**config.mk**
```make
export PLATFORM = sky130hd
export DESIGN_NAME = load_store_unit
export DESIGN_NICKNAME = d
export VERILOG_FILES = /design/src/rtl/load_store_unit.sv
export SDC_FILE = /design/constraint.sdc
export NUM_CORES = 1
export LEC_CHECK = 0
export BUFFER_PORTS_ARGS = -buffer_cell sky130_fd_sc_hd__buf_2
export CAP_MARGIN = 20
export CORE_MARGIN = 2
export CORE_UTILIZATION = 40
export DETAILED_ROUTE_END_ITERATION = 6
export PLACE_DENSITY = 0.76
export SYNTH_ARGS = -nofsm -noshare
export SYNTH_HDL_FRONTEND = slang
export SYNTH_SLANG_ARGS = --single-unit
```
**constraint.sdc**
```tcl
create_clock -name clk -period 5.4 [get_ports clk]
set_input_delay 0.54 -clock clk [delete_from_list [all_inputs] [get_ports clk]]
set_output_delay 0.54 -clock clk [all_outputs]
set_load 0.01 [all_outputs]
```
**src/rtl/load_store_unit.sv**
```systemverilog
// rtl/load_store_unit.sv - load/store unit between the pipeline and a byte-addressed data memory
// LSU_LB_SIGNEXT_EN: when defined, byte loads are sign-extended; otherwise zero-extended.
module load_store_unit #(
  parameter int          SIZE     = 32,
  parameter logic [31:0] SIZE_MEM = 32'h7FF
) (
  input  logic            clk,
  input  logic            rst_n,
  input  logic            req_valid,
  output logic            req_ready,
  input  logic            req_write,
  input  logic            req_byte,
  input  logic [SIZE-1:0] req_addr,
  input  logic [SIZE-1:0] req_wdata,
  output logic            resp_valid,
  input  logic            resp_ready,
  output logic [SIZE-1:0] resp_rdata,
  output logic            resp_fault,
  output logic [SIZE-1:0] mem_address,
  output logic [SIZE-1:0] mem_dato,
  output logic            mem_MemWrite,
  output logic            mem_MemRead,
  output logic            mem_is_byte,
  input  logic [SIZE-1:0] mem_datoLeido,
  output logic [15:0]     fault_count
);

  typedef enum logic [1:0] {
    IDLE   = 2'd0,
    ACCESS = 2'd1,
    RESP   = 2'd2
  } state_t;

  localparam logic [SIZE-1:0] MEM_LIMIT  = SIZE'(SIZE_MEM);
  localparam logic [SIZE-1:0] WORD_LIMIT = SIZE'(SIZE_MEM - 32'd4);

  state_t          state_q;
  logic            write_q;
  logic            byte_q;
  logic [SIZE-1:0] addr_q;
  logic [SIZE-1:0] wdata_q;
  logic [SIZE-1:0] resp_rdata_q;
  logic            resp_fault_q;
  logic [15:0]     fault_count_q;

  logic            accept;
  logic            req_fault;
  logic            in_access;
  logic [7:0]      rd_byte;
  logic [SIZE-1:0] load_data;

  assign req_ready = (state_q == IDLE);
  assign accept    = req_valid && req_ready;
  assign in_access = (state_q == ACCESS);

  // The fault decision is needed on the accept edge, so it is taken from the values being latched.
  assign req_fault = (req_addr >= MEM_LIMIT) ||
                     (!req_byte && ((req_addr[1:0] != 2'b00) || (req_addr > WORD_LIMIT)));

  assign rd_byte = mem_datoLeido[7:0];
`ifdef LSU_LB_SIGNEXT_EN
  assign load_data = byte_q ? {{(SIZE-8){rd_byte[7]}}, rd_byte} : mem_datoLeido;
`else
  assign load_data = byte_q ? {{(SIZE-8){1'b0}}, rd_byte} : mem_datoLeido;
`endif

  // Strobes decode from the registered state, so async reset drops them at once.
  assign mem_MemWrite = in_access && write_q;
  assign mem_MemRead  = in_access && !write_q;
  assign mem_is_byte  = in_access && byte_q;
  assign mem_address  = in_access ? addr_q : '0;
  assign mem_dato     = !(in_access && write_q) ? '0 :
                        byte_q ? {wdata_q[7:0], {(SIZE-8){1'b0}}} : wdata_q;

  assign resp_valid  = (state_q == RESP);
  assign resp_rdata  = resp_rdata_q;
  assign resp_fault  = resp_fault_q;
  assign fault_count = fault_count_q;

  always_ff @(posedge clk or negedge rst_n) begin
    if (!rst_n) begin
      state_q       <= IDLE;
      write_q       <= 1'b0;
      byte_q        <= 1'b0;
      addr_q        <= '0;
      wdata_q       <= '0;
      resp_rdata_q  <= '0;
      resp_fault_q  <= 1'b0;
      fault_count_q <= '0;
    end else begin
      case (state_q)
        IDLE: begin
          if (accept) begin
            write_q      <= req_write;
            byte_q       <= req_byte;
            addr_q       <= req_addr;
            wdata_q      <= req_wdata;
            resp_rdata_q <= '0;
            if (req_fault) begin
              state_q      <= RESP;
              resp_fault_q <= 1'b1;
              if (fault_count_q != 16'hFFFF) fault_count_q <= fault_count_q + 16'd1;
            end else begin
              state_q      <= ACCESS;
              resp_fault_q <= 1'b0;
            end
          end
        end
        ACCESS: begin
          state_q      <= RESP;
          resp_rdata_q <= write_q ? '0 : load_data;
        end
        RESP: begin
          if (resp_ready) begin
            state_q      <= IDLE;
            resp_rdata_q <= '0;
            resp_fault_q <= 1'b0;
          end
        end
        default: state_q <= IDLE;
      endcase
    end
  end

endmodule
```
==> results.json, run 1 <==
{
  "final_common_cell": "buf_2",
  "slew-limit-headroom": 0.360,
  "grt_pass1_vias": 4477,
  "path_max_fanout": 34,
  "rsz0062_at_grt": "false",
  "syn_area_mm2": 0.00517,
  "path_delay_family": "simple AND/OR/NAND/NOR gates",
  "hold_viol_final": 0,
  "vias": 4473,
  "yosys.cell_types.count": 34,
  "max_clock_freq_ghz": 0.343,
  "regArea_mm2": 0.00293,
  "dp_slack_ns": 2.53,
  "multi_input_area_mm2": 0.00212,
  "cp-end-kind": "primary output",
  "power_mw": 2.71,
  "worst_slew_pin_slew_ns": 0.960,
  "path_class": "flip-flop to primary output",
  "hpwl_um": 9070,
  "ys_seq_area_frac": 0.567,
  "slowest_stage": "dfrtp_1",
  "grt_pass1_wl_um": 22000,
  "grt-ovfl-total": 0,
  "routabilityCongestion": 0.753,
  "fill_cells": 1170,
  "cts_tree": "yes",
  "wirelength_um": 13100,
  "slew_viol_final": 0,
  "dieArea_mm2": 0.0138,
  "worst-path-buf-inv": 3,
  "min_path_type": "input port to async pin",
  "vdd.ir_drop.worst_mv": 0.202,
  "synthCells": 533,
  "power_density_mw_per_mm2": 381,
  "diodes": 0,
  "htreeDepth": 4,
  "portBuffers": 219,
  "coreArea_mm2": 0.0126,
  "drive_gt1_frac": 0.356,
  "antenna_found_initial": 0,
  "cp_data_required_time_ns": 4.86,
  "cpMostUsedCell": "buf_4",
  "critPathLaunch": "state_q[0]",
  "layout_common_cells": "buf_2 (218), nand2_1 (202), dfrtp_1 (117), and2_1 (60), a22o_1 (32)",
  "dr.first_iter.drc_count": 266,
  "die_w_um": 118,
  "ys_seq_elements": 117,
  "critPathLaunchType": "flip-flop",
  "avgSynthCellArea_um2": 9.70,
  "start_util": 0.409,
  "root_buffer": "clkbuf_16",
  "syn_to_final_growth_pct": 37.8,
  "die_h_um": 118,
  "nets": 853,
  "track_usage": 0.198,
  "pin_count": 220,
  "cts_hold_buf": 0,
  "cts_resized": 0,
  "clk_latency_ns": 0.41,
  "cts_sinks": 117,
  "drc": 0,
  "power.leakage_nw": 4.04,
  "crit_path_cell_trace": "nor2b_2, buf_4, nand2_1, nor2_1, buf_4, and2_1, buf_2",
  "worstPathArrival_ns": 2.38,
  "clk_pin_slew_ns": 0.05,
  "cts_buffers": 17,
  "rr_startpoint": "fault_count[0]",
  "layout_setup_ws_ns": 2.48,
  "drt_pre_antenna_iters": 4,
  "clockBufferDepth": 2,
  "wire_per_inst_um": 14.0,
  "setup_viol": 0,
  "row_count": 41,
  "cap_violations": 0,
  "yosys_warnings": 0,
  "postCtsSetupBuffers": 0,
  "via_per_inst": 4.79,
  "syn_nets": 636,
  "min_period_ns": 2.92,
  "cpPeakStageDelay_ns": 0.40,
  "drtAntennaViolNets": 0,
  "fin_crit_sh": 0.540,
  "fin_skew_ns": 0.0154,
  "outcome": "complete, no violations",
  "setup_tns_ns": 0,
  "grt_max_degree": 75
}
[per-stage QoR]
| step | hold slack, ns | std cells | cell area, µm² | utilization |
|---|---|---|---|---|
| global placement | 0.449 | 901 | 6410 | 0.508 |
| finish | 0.265 | 934 | 7120 | 0.564 |
| CTS | 0.309 | 932 | 7090 | 0.561 |
| detailed placement | 0.454 | 901 | 6410 | 0.508 |
| global route | 0.316 | 934 | 7120 | 0.564 |
| floorplan | 0.244 | 533 | 5170 | - |
[state kept, by name, indices dropped and copies added, names as in the netlist]
signal / flops
addr_q: 32
resp_rdata: 32
wdata_q: 32
fault_count: 16
state_q: 2
byte_q: 1
resp_fault: 1
write_q: 1
[worst reg2reg max path, stage by stage, from the launching register on]
cell and delay [ns]:
dfrtp_1 0.39, ha_1 0.19, and2_1 0.17, nor2b_1 0.41, a31oi_1 0.15, buf_4 0.23, o21a_4 0.15, mux2_4 0.29
[cells by family (layout without fill, tap and decap cells)]
logic type | after synthesis | count (layout) | share of synthesized area
buf+inv | 31 | 260 | 0.0259
xor+xnor | 15 | 15 | 0.0254
flops | 117 | 117 | 0.567
simple gates | 305 | 305 | 0.264
mux | 9 | 9 | 0.0184
fa+ha+maj | 1 | 1 | 0.00242
compound gates | 55 | 55 | 0.0969
[area by class of cell]
class                      count  share of cell area
clock buffer                  21              0.0661
timing repair buffer         228               0.167
multi-input combinational    385               0.297
sequential                   117               0.411
clock inverter                10              0.0281
inverter                       1            0.000527
tap                          172              0.0302
[final timing paths]
kind                       slack [ns]  cells past startpoint             end
min reg2reg                      0.46                      2     wdata_q[20]
min                              0.27                      1     wdata_q[24]
min in group clk                 0.32                      3     wdata_q[24]
max in group asynchronous        4.03                      2   resp_rdata[0]
max reg2reg                      3.30                      7  fault_count[1]
max                              2.48                      7    mem_dato[21]
[cells in the mapped netlist]
library cell,n,area [µm²]
o21a_1,2,15.0
xnor2_1,14,123
buf_2,2,10.0
buf_6,2,22.5
ha_1,1,12.5
o21ai_0,2,10.0
nand3_1,2,10.0
buf_1,3,11.3
a21boi_0,1,7.51
o2111ai_2,1,15.0
a22o_1,32,280
nand2b_1,1,6.26
mux2_4,1,15.0
and4_1,2,17.5
nor2b_1,4,25.0
o32a_1,1,10.0
nand2_1,203,762
nor3_1,3,15.0
and2_1,61,382
xor2_1,1,8.76
o2111ai_1,7,61.3
mux2i_1,8,80.1
o21a_4,1,15.0
and3_1,7,43.8
a21oi_1,1,5.00
nand4_1,3,18.8
inv_1,1,3.75
o211ai_2,6,75.1
clkbuf_1,23,86.3
nor4_1,3,18.8
a31oi_1,1,6.26
nor2_1,14,52.6
or4_1,2,15.0
dfrtp_1,117,2930
[layer usage]
metal / up-vias / track usage / routed length, µm
li1: 2197 / - / -
met1: 2099 / 0.260 / 5810
met2: 159 / 0.316 / 6330
met3: 18 / 0.0562 / 745
met4: 0 / 0.0663 / 197
met5: - / 0 / 0
[power breakdown]
part	switching, mW	internal [mW]	leakage [nW]
sequential	0.0951	1.02	1.52
clock	0.374	0.896	0.333
combinational	0.184	0.147	2.19
(Power assumes the default switching activity.)
==> run 2, diff against run 1 <==
PLACE_DENSITY = 0.79   (was 0.76)
clock period = 2.5 ns   (was 5.4 ns; I/O delays follow)
==> results.json, run 2 (same netlist as run 1, synthesis figures left out) <==
{
  "drtAntennaViolNets": 0,
  "cts_sinks": 117,
  "hpwl_um": 9230,
  "grt_pass1_vias": 4366,
  "slew_viol_final": 0,
  "power_mw": 5.62,
  "utilization": 0.566,
  "start_util": 0.409,
  "power.leakage_nw": 4.05,
  "coreArea_mm2": 0.0126,
  "root_buffer": "clkbuf_16",
  "vias": 4503,
  "postCtsSetupBuffers": 0,
  "antenna_found_initial": 0,
  "final_area_mm2": 0.00715,
  "wire_per_inst_um": 14.3,
  "layout_setup_ws_ns": 0.272,
  "nets": 861,
  "outcome": "complete, no violations",
  "min_period_ns": 2.23,
  "wirelength_um": 13400,
  "htreeDepth": 4,
  "dp_slack_ns": 0.359,
  "track_usage": 0.199,
  "rsz0062_at_grt": "false",
  "clk_latency_ns": 0.41,
  "grt_max_degree": 69,
  "cts_resized": 0,
  "place_area_mm2": 0.00650,
  "fin_crit_sh": 0.891,
  "slew-limit-headroom": 0.506,
  "cts_buffers": 17,
  "drt_pre_antenna_iters": 4,
  "cap_violations": 0,
  "critPathLaunchType": "flip-flop",
  "grt-ovfl-total": 0,
  "die_w_um": 118,
  "path_max_fanout": 24,
  "clockBufferDepth": 2,
  "syn_to_final_growth_pct": 38.3,
  "clk_pin_slew_ns": 0.05,
  "via_per_inst": 4.78,
  "final_common_cell": "buf_2",
  "die_h_um": 118,
  "setup_viol": 0,
  "cts_tree": "yes",
  "worst-path-buf-inv": 2,
  "min_path_type": "input port to flip-flop",
  "hold_viol_final": 0,
  "setup_tns_ns": 0,
  "crit_path_cell_trace": "nor2b_2, nand2_1, nor2_1, buf_4, and2_1, buf_2",
  "max_clock_freq_ghz": 0.449,
  "cp_data_required_time_ns": 2.25,
  "vdd.ir_drop.worst_mv": 0.366,
  "dr.first_iter.drc_count": 265,
  "path_delay_family": "simple AND/OR/NAND/NOR gates",
  "grt_pass1_wl_um": 22100,
  "cpPeakStageDelay_ns": 0.41,
  "cp-end-kind": "primary output",
  "dieArea_mm2": 0.0138,
  "slowest_stage": "dfrtp_1",
  "worst_slew_pin_slew_ns": 0.742,
  "routabilityCongestion": 0.791,
  "drive_gt1_frac": 0.361,
  "power_density_mw_per_mm2": 787,
  "diodes": 0,
  "row_count": 41,
  "cts_hold_buf": 1,
  "layout_common_cells": "buf_2 (218), nand2_1 (202), dfrtp_1 (117), and2_1 (60), a22o_1 (32)",
  "portBuffers": 219,
  "drc": 0,
  "fin_skew_ns": 0.00472,
  "path_class": "flip-flop to primary output",
  "worstPathArrival_ns": 1.98,
  "pin_count": 220
}
run 2: cell count changes in the layout (fill, tap and decap cells not counted), sizes merged:
cell | before | now
clkbuf | 21 | 22
bufinv | 6 | 3
dlygate4sd3 | 0 | 1
clkinvlp | 0 | 2
buf | 228 | 235
run 2: worst register-to-register path, cell delays in order (launching register included):
cell and delay, ns:
dfrtp_1 0.42, ha_1 0.24, and2_1 0.19, nor2b_1 0.15, a31oi_1 0.44, buf_4 0.27, o2111ai_1 0.15, xnor2_1 0.17
run 2: layer usage:
| layer | GRT usage | share of wire |
|---|---|---|
| met1 | 0.263 | 0.45 |
| met2 | 0.317 | 0.48 |
| met3 | 0.0538 | 0.058 |
| met4 | 0.0655 | 0.011 |
| met5 | 0 | 0 |
run 2: layout make-up:
cell class,count,area (µm²)
inverters,1,3.75
repair buffers,236,1270
fillers,1159,5470
well taps,172,215
clock buffers,22,484
flip-flops and latches,117,2930
multi-input cells,385,2120
clock inverters,9,125
run 2: final timing paths:
| kind | endpoint | cells past startpoint | from | slack (ns) |
|---|---|---|---|---|
| hold reg to reg | wdata_q[10] | 2 | wdata_q[10] | 0.46 |
| max in group asynchronous | fault_count[3] | 3 | rst_n | 1.44 |
| setup / recovery | mem_dato[0] | 6 | state_q[0] | 0.27 |
| hold / removal | wdata_q[4] | 3 | req_wdata[4] | 0.03 |
| setup reg to reg | fault_count[10] | 7 | fault_count[0] | 0.34 |
| min in group asynchronous | wdata_q[13] | 2 | rst_n | 0.37 |
run 2: power by group:
group / switching (mW) / internal, mW
Combinational: 0.420 / 0.334
Sequential: 0.195 / 2.19
Clock: 0.823 / 1.66
run 2: metrics by stage:
| step | cells | hold WS (ns) |
|---|---|---|
| final | 942 | 0.0320 |
| after global placement | 909 | 0.248 |
| after CTS | 941 | 0.0127 |
| after global routing | 942 | 0.0277 |
| after detailed placement | 909 | 0.254 |
| after floorplan | 533 | -0.0456 |
